===== src/rtl/fcvt_w_s_pipe.sv =====
// rtl/fcvt_w_s_pipe.sv - pipelined single-precision float to 32-bit integer converter (FCVT.W.S / FCVT.WU.S)
//
// Purpose: two-stage converter with valid/ready handshake and full backpressure.
//   Stage 1 unpacks and aligns the operand into integer magnitude + guard + sticky.
//   Stage 2 rounds, saturates and raises NV/NX; it is also the output register.
// Ports:
//   CLK, RST            clock, asynchronous active-high reset
//   in_valid/in_ready   operand handshake; in1, rm, is_unsigned sampled on transfer
//   out_valid/out_ready result handshake; out1, invalid, inexact held while stalled
module fcvt_w_s_pipe #(
  parameter int F_WIDTH = 32,
  parameter int F_EXP   = 8,
  parameter int F_FLAC  = 23,
  parameter int I_WIDTH = 32
) (
  input  logic               CLK,
  input  logic               RST,
  input  logic               in_valid,
  output logic               in_ready,
  input  logic [F_WIDTH-1:0] in1,
  input  logic [2:0]         rm,
  input  logic               is_unsigned,
  output logic               out_valid,
  input  logic               out_ready,
  output logic [I_WIDTH-1:0] out1,
  output logic               invalid,
  output logic               inexact
);

  // Pipeline control
  logic s1_valid_q, s1_valid_d;
  logic s2_valid_q, s2_valid_d;
  logic s2_load, in_fire;

  assign s2_load    = s1_valid_q & (~s2_valid_q | out_ready);
  assign in_ready   = ~s1_valid_q | s2_load;
  assign in_fire    = in_valid & in_ready;
  assign s1_valid_d = in_fire | (s1_valid_q & ~s2_load);
  assign s2_valid_d = s2_load | (s2_valid_q & ~out_ready);
  assign out_valid  = s2_valid_q;

  // Stage 1: unpack / align
  logic [F_EXP-1:0]  exp_fld;
  logic [F_FLAC-1:0] frac_fld;
  logic [F_FLAC:0]   m_w;
  logic signed [9:0] e_w, e_p1;
  logic [55:0]       x_w;
  logic              sign_d, nan_d, inf_d, huge_d, g_d, s_d;
  logic [31:0]       mag_d;

  assign sign_d   = in1[F_WIDTH-1];
  assign exp_fld  = in1[F_WIDTH-2 -: F_EXP];
  assign frac_fld = in1[F_FLAC-1:0];
  // Hidden bit is set for every non-zero exponent; denormals keep it clear.
  assign m_w      = {|exp_fld, frac_fld};
  assign e_w      = (exp_fld == '0) ? -10'sd126 : ($signed(10'(exp_fld)) - 10'sd127);
  assign e_p1     = e_w + 10'sd1;
  assign nan_d    = (&exp_fld) & (|frac_fld);
  assign inf_d    = (&exp_fld) & ~(|frac_fld);
  assign huge_d   = (e_w >= 10'sd32);

  // x_w bit i weighs 2^(i-24): [55:24] integer part, [23] guard, [22:0] sticky source.
  // Shifting m (weight 2^(e-23)) left by e+1 places it there for -1 <= e <= 31.
  always_comb begin
    x_w   = '0;
    mag_d = '0;
    g_d   = 1'b0;
    s_d   = 1'b0;
    if (e_w >= -10'sd1 && e_w <= 10'sd31) begin
      x_w   = 56'(m_w) << $unsigned(e_p1);
      mag_d = x_w[55:24];
      g_d   = x_w[23];
      s_d   = |x_w[22:0];
    end else if (e_w < -10'sd1) begin
      s_d = |m_w;
    end
  end

  logic        s1_sign_q, s1_nan_q, s1_inf_q, s1_huge_q, s1_g_q, s1_s_q, s1_uns_q;
  logic [31:0] s1_mag_q;
  logic [2:0]  s1_rm_q;

  // Stage 2: round / saturate
  logic        inc;
  logic [32:0] rmag;
  logic        big;
  logic [I_WIDTH-1:0] res_d;
  logic        nv_d, nx_d;

  always_comb begin
    inc = 1'b0;
    case (s1_rm_q)
      3'b000:  inc = s1_g_q & (s1_s_q | s1_mag_q[0]);
      3'b010:  inc = s1_sign_q & (s1_g_q | s1_s_q);
      3'b011:  inc = ~s1_sign_q & (s1_g_q | s1_s_q);
      3'b100:  inc = s1_g_q;
      default: inc = 1'b0;  // RTZ and reserved encodings
    endcase
  end

  // 33 bits so a carry out of 0xFFFFFFFF is seen as overflow.
  assign rmag = {1'b0, s1_mag_q} + {32'd0, inc};
  assign big  = s1_huge_q | s1_inf_q;

  always_comb begin
    res_d = '0;
    nv_d  = 1'b0;
    nx_d  = s1_g_q | s1_s_q;
    if (s1_uns_q) begin
      if (s1_nan_q | (~s1_sign_q & (big | rmag[32]))) begin
        res_d = 32'hFFFF_FFFF;
        nv_d  = 1'b1;
        nx_d  = 1'b0;
      end else if (s1_sign_q & (big | (rmag != 33'd0))) begin
        res_d = 32'h0000_0000;
        nv_d  = 1'b1;
        nx_d  = 1'b0;
      end else begin
        res_d = rmag[31:0];
      end
    end else begin
      if (s1_nan_q | (~s1_sign_q & (big | (rmag > 33'h0_7FFF_FFFF)))) begin
        res_d = 32'h7FFF_FFFF;
        nv_d  = 1'b1;
        nx_d  = 1'b0;
      end else if (s1_sign_q & (big | (rmag > 33'h0_8000_0000))) begin
        res_d = 32'h8000_0000;
        nv_d  = 1'b1;
        nx_d  = 1'b0;
      end else begin
        res_d = s1_sign_q ? (~rmag[31:0] + 32'd1) : rmag[31:0];
      end
    end
  end

  logic [I_WIDTH-1:0] out1_q;
  logic               invalid_q, inexact_q;

  assign out1    = out1_q;
  assign invalid = invalid_q;
  assign inexact = inexact_q;

  // Data registers only move on stage load; valids move every cycle.
  always_ff @(posedge CLK or posedge RST) begin
    if (RST) begin
      s1_valid_q <= 1'b0;
      s2_valid_q <= 1'b0;
      s1_sign_q  <= 1'b0;
      s1_nan_q   <= 1'b0;
      s1_inf_q   <= 1'b0;
      s1_huge_q  <= 1'b0;
      s1_g_q     <= 1'b0;
      s1_s_q     <= 1'b0;
      s1_uns_q   <= 1'b0;
      s1_mag_q   <= '0;
      s1_rm_q    <= '0;
      out1_q     <= '0;
      invalid_q  <= 1'b0;
      inexact_q  <= 1'b0;
    end else begin
      s1_valid_q <= s1_valid_d;
      s2_valid_q <= s2_valid_d;
      if (in_fire) begin
        s1_sign_q <= sign_d;
        s1_nan_q  <= nan_d;
        s1_inf_q  <= inf_d;
        s1_huge_q <= huge_d;
        s1_g_q    <= g_d;
        s1_s_q    <= s_d;
        s1_uns_q  <= is_unsigned;
        s1_mag_q  <= mag_d;
        s1_rm_q   <= rm;
      end
      if (s2_load) begin
        out1_q    <= res_d;
        invalid_q <= nv_d;
        inexact_q <= nx_d;
      end
    end
  end

endmodule


===== config.mk =====
export PLATFORM = sky130hd
export DESIGN_NAME = fcvt_w_s_pipe
export DESIGN_NICKNAME = d
export VERILOG_FILES = /design/src/rtl/fcvt_w_s_pipe.sv
export SDC_FILE = /design/constraint.sdc
export NUM_CORES = 1
export LEC_CHECK = 0
export CAP_MARGIN = 20
export CORE_MARGIN = 2
export CORE_UTILIZATION = 30
export CTS_CLUSTER_DIAMETER = 40
export DETAILED_ROUTE_END_ITERATION = 16
export PLACE_DENSITY_LB_ADDON = 0.25
export SYNTH_ARGS = -nofsm -noshare
export SYNTH_HDL_FRONTEND = slang
export SYNTH_SLANG_ARGS = --single-unit
export TNS_END_PERCENT = 10

===== constraint.sdc =====
create_clock -name CLK -period 6.1 [get_ports CLK]
set_input_delay 0.61 -clock CLK [delete_from_list [all_inputs] [get_ports CLK]]
set_output_delay 0.61 -clock CLK [all_outputs]
set_load 0.02 [all_outputs]

# ---- Word-level counts from Yosys, hierarchy flattened
# Cells that the tools add are included.
dict set report word_totals {
  latch_bits 0
  inputBits 40
  ff_bits 78
  mem_bits_rw 0
  romBits 0
  output_inout_bits 36
  memories 0
  wordCells 92
}
dict set report op_classes {
  eq_ne 3
  n_mux 22
  n_bitwise 33
  reduce_logical 9
  magnitude_cmp 6
  shifts 1
  addsub 4
  div_mod_pow 0
  mul 0
}
# operator count
set ops {}
lappend ops {{2-to-1 mux 32 bit} 7}
lappend ops {{<< shifter 24 x 10 -> 56 bit} 1}
lappend ops {{OR reduction 23 bit} 2}
lappend ops {{adder 32 x 1 -> 33 bit} 1}
lappend ops {{> comparator 33 x 31 -> 1 bit, second input constant} 1}
lappend ops {{> comparator 33 x 32 -> 1 bit, second input constant} 1}
lappend ops {{nonzero test 33 bit} 1}
lappend ops {{adder 32 x 1 -> 32 bit, second input constant} 1}
lappend ops {{NOT 32 bit} 1}
lappend ops {{OR reduction 31 bit} 1}
lappend ops {{bitwise AND 1 bit} 13}
lappend ops {{2-to-1 mux 1 bit} 13}
lappend ops {{OR 1 bit} 13}
lappend ops {{adder 10 x 2 -> 10 bit, second input constant} 1}
lappend ops {{>= comparator 10 x 1 -> 1 bit, second input constant} 1}
lappend ops {{>= comparator 10 x 7 -> 1 bit, second input constant} 1}
lappend ops {{<= comparator 10 x 6 -> 1 bit, second input constant} 1}
lappend ops {{less-than comparator 10 x 1 -> 1 bit, second input constant} 1}
lappend ops {{2-to-1 mux 10 bit} 1}
lappend ops {{subtractor 8 x 7 -> 9 bit, second input constant} 1}
lappend ops {{logical NOT 8 bit} 1}
lappend ops {{AND reduction 8 bit} 1}
lappend ops {{OR reduction 8 bit} 1}
lappend ops {{equality test 3 x 2 -> 1 bit, second input constant} 2}
lappend ops {{5 further kinds} 10}

# ---- Logic depth before layout (Yosys ltp)
# Gate-level depths: netlist (run 1).
dict set report depth {
  word_depth 10
  mapped_depth 20
  ltp_nobuf 17
}

# ---- Worst setup path after synthesis (run 1)
# Ideal clock, no wire load.
dict set report synth_path {
  kind {input port to flip-flop}
  from {in in1[23]}
  to {reg s1_s_q}
  setup_time_ns 0.088
  stages 20
  required_time_ns 6.012
  arrival_ns 4.607
  slack_ns 1.405
  cell_sequence {buf_2 clkbuf_1 inv_1 ha_1 nor3b_1 a21oi_1 and3_1 nand3_1 or3b_2 inv_1 ha_1 inv_1 clkbuf_1 nand3_1 o31ai_1 nor2_1 a2111oi_0 a211o_1 nor2_1 a41oi_1}
}
dict set report synth_between {
  elab_chain_cells 6
}
# element line_no
set synth_lines {}
lappend synth_lines {{start: declaration} 20} ;# input logic [F_WIDTH-1:0] in1,
lappend synth_lines {{subtractor 8 x 7 -> 9 bit / logical NOT 8 bit (equally long branches)} 56} ;# assign e_w = (exp_fld == '0) ? -10'sd126 : ($signed(10'(exp_fld)) - 10'sd127);
lappend synth_lines {{2-to-1 mux 10 bit} 56}
lappend synth_lines {{adder 10 x 2 -> 10 bit} 57} ;# assign e_p1 = e_w + 10'sd1;
lappend synth_lines {{<< shifter 24 x 10 -> 56 bit} 70} ;# x_w = 56'(m_w) << $unsigned(e_p1);
lappend synth_lines {{OR reduction 23 bit} 73} ;# s_d = |x_w[22:0];
lappend synth_lines {{2-to-1 mux 1 bit (*)} 69} ;# if (e_w >= -10'sd1 && e_w <= 10'sd31) begin
lappend synth_lines {{end signal: assignment} 153} ;# s1_s_q <= 1'b0;
lappend synth_lines {{end signal: assignment} 169} ;# s1_s_q <= s_d;
lappend synth_lines {{end: declaration} 79} ;# logic s1_sign_q, s1_nan_q, s1_inf_q, s1_huge_q, s1_g_q, s1_s_q, s1_uns_q;
# Mark *: on every way between the ends. The rest lies on a longest branch, timed or not.
# A chain may end at the register's enable or synchronous reset.

# ---- Worst setup path in the final report (run 1)
dict set report layout_path {
  from {reg s1_s_q}
  to {reg out1_q[8] (netlist: out1[8])}
}
dict set report layout_between {
  elab_chain_cells 10
}
# element line_no
set layout_lines {}
lappend layout_lines {{OR 1 bit (on tied branches)} {94, 95, 93}}
lappend layout_lines {{bitwise AND 1 bit (on tied branches)} {95, 93, 94}}
lappend layout_lines {{one-hot mux 1 bit (4 select lines) (*)} 92} ;# case (s1_rm_q)
lappend layout_lines {{adder 32 x 1 -> 33 bit (*)} 102} ;# assign rmag = {1'b0, s1_mag_q} + {32'd0, inc};
lappend layout_lines {{> comparator 33 x 32 -> 1 bit (tied with other cells)} 126} ;# end else if (s1_sign_q & (big | (rmag > 33'h0_8000_0000))) begin
lappend layout_lines {{OR 1 bit (tied with other cells)} 126}
lappend layout_lines {{bitwise AND 1 bit (tied with other cells)} 126}
lappend layout_lines {{2-to-1 mux 32 bit (tied with other cells)} 126}
lappend layout_lines {{2-to-1 mux 32 bit (on tied branches)} {122, 110}}
lappend layout_lines {{2-to-1 mux 32 bit (*)} 109} ;# if (s1_uns_q) begin
lappend layout_lines {{end signal: assignment} 175} ;# out1_q <= res_d;
lappend layout_lines {{end: declaration} 136} ;# logic [I_WIDTH-1:0] out1_q;
# Marked as above.

==> results by group, run 1 <==
STA
  • # setup viols final: 0
  • Min Tclk post-route: 5.482 ns
  • Period utilization: 0.8987
  • Rel. slew slack: 0.3756
  • Fmax: 182.4 MHz
  • Hold WS: 0.4691 ns
  • Total negative slack: 0 ns
  • Worst-margin pin slew: 0.9332 ns
  • Fin. max-slew vios: 0
  • RSZ-0062 raised after global routing: false
  • Fin. Hold Viols: 0
  • Worst clock skew: 0.008504 ns

Logic synthesis
  • Synth Cell Area: 8457 um^2
  • Synthesized flop and latch total: 78
  • Top cells by count, synth: 147 x nand2_1, 86 x nor2_1, 78 x dfrtp_1
  • Top post-synthesis cells by area: dfrtp_1 23%, nand2_1 6.5%, a21oi_1 4.4%
  • Synth Instances: 1125
  • Most frequent cell after synthesis: nand2_1
  • Netlist cell types: 91
  • Synth Warn #: 0
  • Predominant post-synthesis flop cell: dfrtp_1
  • Post-synthesis sequential area ratio: 0.2308
  • Avg Inst Size Synth: 7.517 um^2
  • EDFF count, synth: 0
  • Synth top area share: 0.2308
  • Synth area leader: dfrtp_1
  • Post-synth ARST share: 1.000
  • Syn_nets: 1173

Die
  • Die Width: 171.9 um
  • DIE HEIGHT: 171.9 um
  • Row count: 61
  • Starting density of the core: 0.3044
  • Die ar.: 29550 um^2
  • Core Area: 27780 um^2
  • IO Count: 76

Clock network
  • Worst-case clock buffer depth: 2
  • H-tree depth: 3
  • Insertion delay to the later sink of the worst-skew pair: 0.35 ns
  • Clock Sinks: 78
  • Cts repair resizes: 0
  • CTS tree: built
  • Hold buffer count at CTS: 0
  • Setup bufs post-CTS: 0
  • Worst-path clk slew: 0.06 ns
  • TritonCTS Buffers: 9
  • Root Buffer: clkbuf_16

Route
  • Number of remaining DRC errors: 0
  • Starting DRC count in detailed routing: 818
  • Via density per instance: 5.942
  • Routed length per instance: 20.09 um
  • Vias: 9115
  • Total Wirelength: 30820 um
  • Detail Route Antenna Nets: 0
  • Pre-Repair DR Iteration Count: 6

Place
  • Number of port buffers: 75
  • Area after DPL: 9572 um^2
  • Gpl congestion: 0.9525
  • DP Wirelength: 23330 um

GRT
  • Total grt overflow: 0
  • Gr usage total: 0.2121
  • Initial antenna violation count: 0
  • Largest net degree at the start of global routing: 79
  • Global-route wire length before repair: 49570 um
  • Number of global-route vias before repair: 8587

Worst setup path
  • Crit Path Class: reg2reg
  • Crit path arrival time: 5.74 ns
  • CP Capture Type: register
  • Worst Path Max Fanout: 32
  • Worst path required time: 6.35 ns
  • Setup crit start kind: register

Layout
  • Antenna diodes: 0
  • Core Util, Final: 0.3553
  • # nets final: 1201
  • Design area: 9871 um^2
  • Seq. cell area: 1952 um^2
  • Area Overhead vs Synth: 16.72%
  • Fill count: 3018
  • Share of layout cells above drive strength 1: 0.09256
  • Area occupied by multi-input gates: 6113 um^2

Pwr
  • PwrDens: 234.8 nW/um^2
  • VDD IR-drop max: 0.0001435 V
  • Static Leakage: 0.003660 uW
  • Tot Pwr: 2318 uW

Outcome
  • Status: completed

Worst hold path
  • Hold WC Path Type: reg2reg

Job
  • Max cap viols: 0
cells in the final DEF (no fill, tap or decap), drive strengths merged, types with 10 or more instances in the layout:
cell type	netlist	final
nand2	147	147
nor2	88	88
dfrtp	78	78
a21oi	76	76
clkdlybuf4s50	0	75
o21ai	66	66
nand3	43	43
nor3	43	43
xnor2	39	39
buf	36	29
nor4	25	25
mux2i	24	24
a221oi	23	23
o211ai	22	22
nand4	22	22
o31ai	22	22
o22ai	18	18
xor2	18	18
inv	18	17
or3	16	16
nand2b	15	15
or2	15	15
a31oi	13	13
and2	13	13
o31a	12	12
clkbuf	51	12
a32o	10	10
power by group:
part / switching, uW / internal, uW
logic: 685 / 456
clock network: 204 / 312
registers: 60.0 / 602
sequential cells by signal, indices dropped and copies added, names as in the netlist:
| register | flops |
|---|---|
| s1_uns_q | 1 |
| out1 | 32 |
| s1_inf_q | 1 |
| invalid | 1 |
| inexact | 1 |
| s1_s_q | 1 |
| s1_sign_q | 1 |
| s1_nan_q | 1 |
| s1_g_q | 1 |
| out_valid | 1 |
| s1_rm_q | 3 |
| s1_huge_q | 1 |
| s1_valid_q | 1 |
| s1_mag_q | 32 |
logic make-up (layout without fill, tap and decap cells):
| family | count (synthesis) | count (layout) | synth area share |
|---|---|---|---|
| simple gates | 472 | 472 | 0.2857 |
| fa+ha+maj | 8 | 8 | 0.01184 |
| xor+xnor | 57 | 57 | 0.05903 |
| mux | 34 | 34 | 0.04305 |
| compound gates | 370 | 370 | 0.3175 |
| flops | 78 | 78 | 0.2308 |
| buf+inv | 106 | 137 | 0.05208 |
worst paths after layout:
kind / from / end / slack (ns) / depth (start not counted)
setup / recovery: s1_s_q / out1[8] / 0.62 / 14
hold / removal: s1_huge_q / s1_huge_q / 0.47 / 2
setup reg to reg: s1_s_q / out1[8] / 0.62 / 14
hold reg to reg: s1_huge_q / s1_huge_q / 0.47 / 2
max in group asynchronous: RST / s1_mag_q[17] / 4.83 / 4
min in group asynchronous: RST / out1[30] / 0.68 / 3
per-stage QoR:
step	worst slack (ns)	instances
3_3_place_gp	0.5796	1519
4_1_cts	0.5658	1533
3_5_place_dp	0.4913	1519
5_1_grt	0.1796	1534
2_1_floorplan	1.405	1125
6_report	0.6176	1534
final cells by class:
type | instances | area share
Inverter | 19 | 0.007352
Tap cell | 378 | 0.04791
Timing Repair Buffer | 104 | 0.1001
Clock buffer | 12 | 0.02396
Multi-Input combinational cell | 941 | 0.6193
Clock inverter | 2 | 0.003549
Sequential cell | 78 | 0.1977
critical path: stages (launching register included):
cell and delay (ns):
dfrtp_1 0.43, nor2_1 0.12, or3_1 0.36, a21oi_1 0.26, ha_1 0.38, ha_1 0.39
and4_1 0.37, nand3_1 0.42, nor3_1 0.63, a31oi_1 0.29, nor4_4 0.54, nand4_1 0.17
nand3b_2 0.54, nand2_1 0.16, a221oi_2 0.30
per-layer routing:
| layer | GRT usage | vias to the layer above | routed length (um) |
|---|---|---|---|
| met2 | 0.3435 | 378 | 14170 |
| met3 | 0.01785 | 60 | 1601 |
| li1 | - | 4355 | - |
| met1 | 0.2922 | 4322 | 14090 |
| met5 | 0 | - | 0 |
| met4 | 0.08403 | 0 | 964 |
No activity file was read; power rests on OpenSTA's default activity.
==> run 2: changes to the inputs <==
Settings changed: SKIP_LAST_GASP from default to 1.
Clock period 6.1 ns to 6.6 ns, I/O delays scaled along.
==> results by group, run 2 (synthesized netlist as in run 1, its figures left out) <==
Outcome
  • Status: completed

Layout
  • Area occupied by multi-input gates: 6113 um^2 (unchanged)
  • # nets final: 1197 (-0.33%)
  • Area Overhead vs Synth: 17.31%
  • Share of layout cells above drive strength 1: 0.09201 (-0.0005467)
  • Most frequent cells in the layout: 147 x nand2_1, 86 x nor2_1, 78 x dfrtp_1
  • Commonest non-fill, non-tap cell in the layout: nand2_1
  • Antenna diodes: 0 (unchanged)
  • Seq. cell area: 1952 um^2 (unchanged)
  • Fill count: 3006 (-0.40%)

Worst setup path
  • R2R depth: 16 (+2)
  • Slowest CP cell: o21ai_0
  • CP bufs+invs: 1 (+1)
  • Cell count along the critical path: 16 (+2)
  • Most used cell, CP: nor3_1
  • Cells along the critical path: clkinv_1 > nor3_1 > nor3_1 > a21oi_1 > ha_1 > ha_1 > and4_1 > nand3_1 > nor3_1 > nor4_1 > o21ai_0 > nor4_4 > nand4_1 > nand3b_2 > a221oi_1 > nor2_1
  • Crit Path Class: reg2reg
  • CP delay by family, top: simple AND/OR/NAND/NOR gates
  • Worst path required time: 6.81 ns (+0.46 ns)
  • FF-to-FF setup slack: 0.84 ns (+0.22 ns)
  • Worst Path Max Fanout: 32 (unchanged)
  • CP Capture Type: register
  • Setup crit start kind: register
  • Reg2reg end: out1[28]
  • Max stage delay on crit path: 0.67 ns (+0.04 ns)
  • Crit path arrival time: 5.97 ns (+0.23 ns)
  • Reg2reg start: s1_sign_q

Route
  • Starting DRC count in detailed routing: 846 (+3.4%)
  • Pre-Repair DR Iteration Count: 5 (-1)
  • Via density per instance: 5.918 (-0.41%)
  • Vias: 9054 (-0.67%)
  • Total Wirelength: 30600 um (-0.72%)
  • Detail Route Antenna Nets: 0 (unchanged)
  • Number of remaining DRC errors: 0 (unchanged)
  • Routed length per instance: 20.00 um (-0.46%)

Pwr
  • Logic pwr share: 0.461 (-0.031)
  • VDD IR-drop max: 0.00009942 V (-31%)
  • Static Leakage: 0.003681 uW (+0.57%)
  • Clk pwr share: 0.270 (+0.047)
  • Switch Pwr: 878.7 uW (-7.4%)
  • Sw Share: 0.3878 (-0.02148)
  • PwrDens: 228.4 nW/um^2 (-2.8%)
  • Reg power frac: 0.269 (-0.016)
  • Tot Pwr: 2266 uW (-2.3%)
  • P_int: 1387 uW (+1.3%)

Die
  • DIE HEIGHT: 171.9 um (unchanged)
  • Core Area: 27780 um^2 (unchanged)
  • IO Count: 76 (unchanged)
  • Starting density of the core: 0.3044 (unchanged)
  • Die Width: 171.9 um (unchanged)
  • Die ar.: 29550 um^2 (unchanged)
  • Row count: 61 (unchanged)

Worst hold path
  • Worst Hold End: s1_huge_q
  • Hold path depth: 2 (unchanged)
  • Hold WC Path Type: reg2reg
  • Min-delay src: s1_huge_q

STA
  • Fmax: 173.7 MHz (-4.8%)
  • Min Tclk post-route: 5.758 ns (+0.2759 ns)
  • Hold WS: 0.4675 ns (-0.001523 ns)
  • Final WS setup: 0.8418 ns (+0.2241 ns)
  • Fin. max-slew vios: 0 (unchanged)
  • Worst-margin pin slew: 1.038 ns (+0.1048 ns)
  • Fin. Hold Viols: 0 (unchanged)
  • RSZ-0062 raised after global routing: false
  • Worst clock skew: 0.007406 ns (-0.001098 ns)
  • Total negative slack: 0 ns (unchanged)
  • Rel. slew slack: 0.3046 (-0.07098)
  • # setup viols final: 0 (unchanged)
  • Period utilization: 0.8725 (-0.02629)

Clock network
  • Setup bufs post-CTS: 0 (unchanged)
  • Cts repair resizes: 0 (unchanged)
  • Worst-path clk slew: 0.06 ns (about the same)
  • TritonCTS Buffers: 9 (unchanged)
  • Insertion delay to the later sink of the worst-skew pair: 0.34 ns (about the same)
  • Clock Sinks: 78 (unchanged)
  • CTS tree: built
  • Hold buffer count at CTS: 0 (unchanged)
  • H-tree depth: 3 (unchanged)
  • Worst-case clock buffer depth: 2 (unchanged)
  • Root Buffer: clkbuf_16

GRT
  • Gr usage total: 0.2103 (-0.001741)
  • Number of global-route vias before repair: 8624 (+0.43%)
  • Initial antenna violation count: 0 (unchanged)
  • Global-route wire length before repair: 49300 um (-0.54%)
  • Total grt overflow: 0 (unchanged)
  • Largest net degree at the start of global routing: 79 (unchanged)

Place
  • Number of port buffers: 75 (unchanged)
  • DP Wirelength: 23110 um (-0.97%)
  • Gpl congestion: 0.9576 (+0.54%)
  • Setup WS pre-CTS: 0.7204 ns (+0.2291 ns)

Job
  • Max cap viols: 0 (unchanged)
## run 2: worst max path at each step
| stage | end | startpoint |
|---|---|---|
| 2_1_floorplan | s1_s_q | in1[23] |
| 3_3_place_gp | s1_s_q | in1[23] |
| 3_5_place_dp | s1_s_q | in1[23] |
| 4_1_cts | out1[28] | s1_sign_q |
| 5_1_grt | s1_mag_q[31] | in1[23] |
| 6_report | out1[28] | s1_sign_q |
## run 2: through the flow
step                      instance area [um^2]    util  std cells
final                                     9921  0.3571       1530
after global routing                      9921  0.3571       1530
after CTS                                 9901  0.3564       1529
after detailed placement                  9542  0.3435       1515
after global placement                    9542  0.3435       1515
after floorplan                           8457       -       1125
## run 2: power by group through the flow
stage	sequential [uW]	clock [uW]	combinational (uW)
after global placement	619	0	1030
final	610	611	1040
after CTS	611	621	1030
after detailed placement	619	0	1030
after floorplan	687	0	601
after global routing	621	641	1140
## run 2: final cells by class
class,count,share of cell area
timing repair buffer,100,0.09585
clock inverter,4,0.01211
tap,378,0.04767
clock buffer,10,0.02409
multi-input combinational,941,0.6162
sequential,78,0.1967
inverter,19,0.007315
## run 2: routing by layer
layer  global-route usage  vias to the layer above  part of all wire
met4              0.07746                        0             0.034
met1               0.2889                     4275              0.46
li1                     -                     4353                 -
met5                    0                        -                 0
met2               0.3398                      357              0.46
met3              0.02380                       69             0.050
## run 2: worst register-to-register path: stages (launching register included)
cell      delay [ns]
dfrtp_1         0.35
clkinv_1        0.44
nor3_1          0.32
nor3_1          0.07
a21oi_1         0.26
ha_1            0.38
ha_1            0.37
and4_1          0.37
nand3_1         0.42
nor3_1          0.38
nor4_1          0.11
o21ai_0         0.67
nor4_4          0.13
nand4_1         0.15
nand3b_2        0.54
a221oi_1        0.60
nor2_1          0.07
==> run 3: changes to the inputs <==
Clock period 6.6 ns to 7.3 ns, I/O delays scaled along.
==> results by group, run 3 (synthesized netlist as in run 1, its figures left out) <==
Clock network
  • Clock Sinks: 78 (unchanged)
  • Insertion delay to the later sink of the worst-skew pair: 0.35 ns (about the same)
  • H-tree depth: 3 (unchanged)
  • Worst-case clock buffer depth: 2 (unchanged)
  • Root Buffer: clkbuf_16
  • Setup bufs post-CTS: 0 (unchanged)
  • TritonCTS Buffers: 9 (unchanged)
  • Worst-path clk slew: 0.06 ns (about the same)
  • CTS tree: built
  • Cts repair resizes: 0 (unchanged)
  • Hold buffer count at CTS: 0 (unchanged)

GRT
  • Global-route wire length before repair: 48500 um (-1.6%)
  • Gr usage total: 0.2076 (-0.002669)
  • Total grt overflow: 0 (unchanged)
  • Initial antenna violation count: 0 (unchanged)
  • Largest net degree at the start of global routing: 79 (unchanged)
  • Number of global-route vias before repair: 8554 (-0.81%)

STA
  • # setup viols final: 0 (unchanged)
  • Fmax: 174.0 MHz
  • Period utilization: 0.7872
  • RSZ-0062 raised after global routing: false
  • Fin. Hold Viols: 0 (unchanged)
  • Worst clock skew: 0.008150 ns (+0.0007440 ns)
  • Fin. max-slew vios: 0 (unchanged)
  • Rel. slew slack: 0.3376 (+0.03295)
  • Min Tclk post-route: 5.747 ns
  • Final WS setup: 1.553 ns (+0.7115 ns)
  • Worst-margin pin slew: 0.9866 ns (-0.05141 ns)
  • Total negative slack: 0 ns (unchanged)

Route
  • Number of remaining DRC errors: 0 (unchanged)
  • Detail Route Antenna Nets: 0 (unchanged)
  • Routed length per instance: 19.91 um (-0.45%)
  • Total Wirelength: 30440 um (-0.52%)
  • Vias: 9130 (+0.84%)
  • Pre-Repair DR Iteration Count: 5 (unchanged)
  • Via density per instance: 5.971 (+0.91%)
  • Starting DRC count in detailed routing: 934 (+10%)

Pwr
  • PwrDens: 202.7 nW/um^2 (-11%)
  • Static Leakage: 0.003661 uW (-0.55%)
  • VDD IR-drop max: 0.0001073 V (+8.0%)

Layout
  • Antenna diodes: 0 (unchanged)
  • Most frequent cells in the layout: 147 x nand2_1, 86 x nor2_1, 78 x dfrtp_1
  • Fill count: 2999 (-0.23%)
  • Core Util, Final: 0.3562 (-0.0009010)
  • Area Overhead vs Synth: 17.01%
  • Area occupied by multi-input gates: 6113 um^2 (unchanged)
  • # nets final: 1196 (-0.084%)
  • Layout Cells excl Fill: 1529 (-0.065%)
  • Commonest non-fill, non-tap cell in the layout: nand2_1
  • Share of layout cells above drive strength 1: 0.09036 (-0.001658)
  • Seq. cell area: 1952 um^2 (unchanged)

Die
  • Core Area: 27780 um^2 (unchanged)
  • Die Width: 171.9 um (unchanged)
  • Starting density of the core: 0.3044 (unchanged)
  • Row count: 61 (unchanged)
  • DIE HEIGHT: 171.9 um (unchanged)
  • IO Count: 76 (unchanged)
  • Die ar.: 29550 um^2 (unchanged)

Job
  • Max cap viols: 0 (unchanged)

Worst hold path
  • Min-delay src: s1_huge_q
  • Hold WC Path Type: reg2reg

Outcome
  • Status: completed

Place
  • DP Wirelength: 23050 um (-0.24%)
  • Number of port buffers: 75 (unchanged)
  • Number of instances in the placed design: 1513 (-0.13%)
  • Gpl congestion: 0.9681 (+1.1%)
  • Setup WS pre-CTS: 1.315 ns (+0.5943 ns)

Worst setup path
  • Reg2reg start: s1_sign_q
  • Setup crit start kind: primary input
  • Crit Path Class: in2reg
  • Crit path arrival time: 5.99 ns (+0.02 ns)
  • Worst Path Max Fanout: 18 (-44%)
  • Worst path required time: 7.54 ns (+0.73 ns)
  • Critical path launch point: in1[23]
  • CP Capture Type: register
run 3: changes by cell type in the layout (fill, tap and decap cells not counted), sizes merged:
cell      change
buf           -1
bufinv        -1
clkinvlp      +1
run 3: layout make-up:
type                    count  share of cell area
flip-flops and latches     78              0.1972
repair buffers             99             0.09685
clock buffers              10             0.02314
clock inverters             4            0.009862
multi-input cells         941              0.6178
inverters                  19            0.007333
well taps                 378             0.04779
run 3: final timing paths:
check	to	slack (ns)	depth (start not counted)
setup / recovery	s1_mag_q[31]	1.55	19
hold / removal	s1_huge_q	0.47	2
setup reg to reg	out1[19]	1.78	15
hold reg to reg	s1_huge_q	0.47	2
max in group asynchronous	s1_mag_q[18]	5.91	4
min in group asynchronous	invalid	0.80	3
run 3: worst max-delay path, cell delays in order:
cell             delay [ns]
clkdlybuf4s50_1        0.46
buf_4                  0.22
inv_1                  0.15
ha_1                   0.23
nor3b_1                0.20
a21oi_1                0.44
and3_1                 0.36
nand3_1                0.10
or3b_2                 0.49
inv_1                  0.07
ha_1                   0.30
inv_1                  0.28
o21ai_1                0.22
nor2_2                 0.37
o311ai_0               0.37
o22a_1                 0.37
mux2i_1                0.22
a21oi_1                0.13
o41ai_1                0.27
run 3: routing by layer:
| metal | GRT usage | vias to the layer above | routed length [um] |
|---|---|---|---|
| li1 | - | 4356 | - |
| met1 | 0.2847 | 4355 | 13750 |
| met2 | 0.3349 | 366 | 14080 |
| met3 | 0.02586 | 53 | 1689 |
| met4 | 0.07563 | 0 | 925 |
| met5 | 0 | - | 0 |
run 3: stage by stage:
step,power [uW],hold slack [ns],instance area [um^2]
after floorplan,1164,0.4403,8457
after global placement,1492,0.4574,9527
after detailed placement,1490,0.4589,9527
after CTS,2006,0.4735,9853
after global routing,2126,0.5250,9896
final,2006,0.4650,9896
run 3: report_power, final:
| part | leakage, uW | internal (uW) | switching, uW |
|---|---|---|---|
| Sequential | 0.000995 | 503 | 50.0 |
| Clock | 0.000155 | 330 | 178 |
| Combinational | 0.00251 | 379 | 566 |
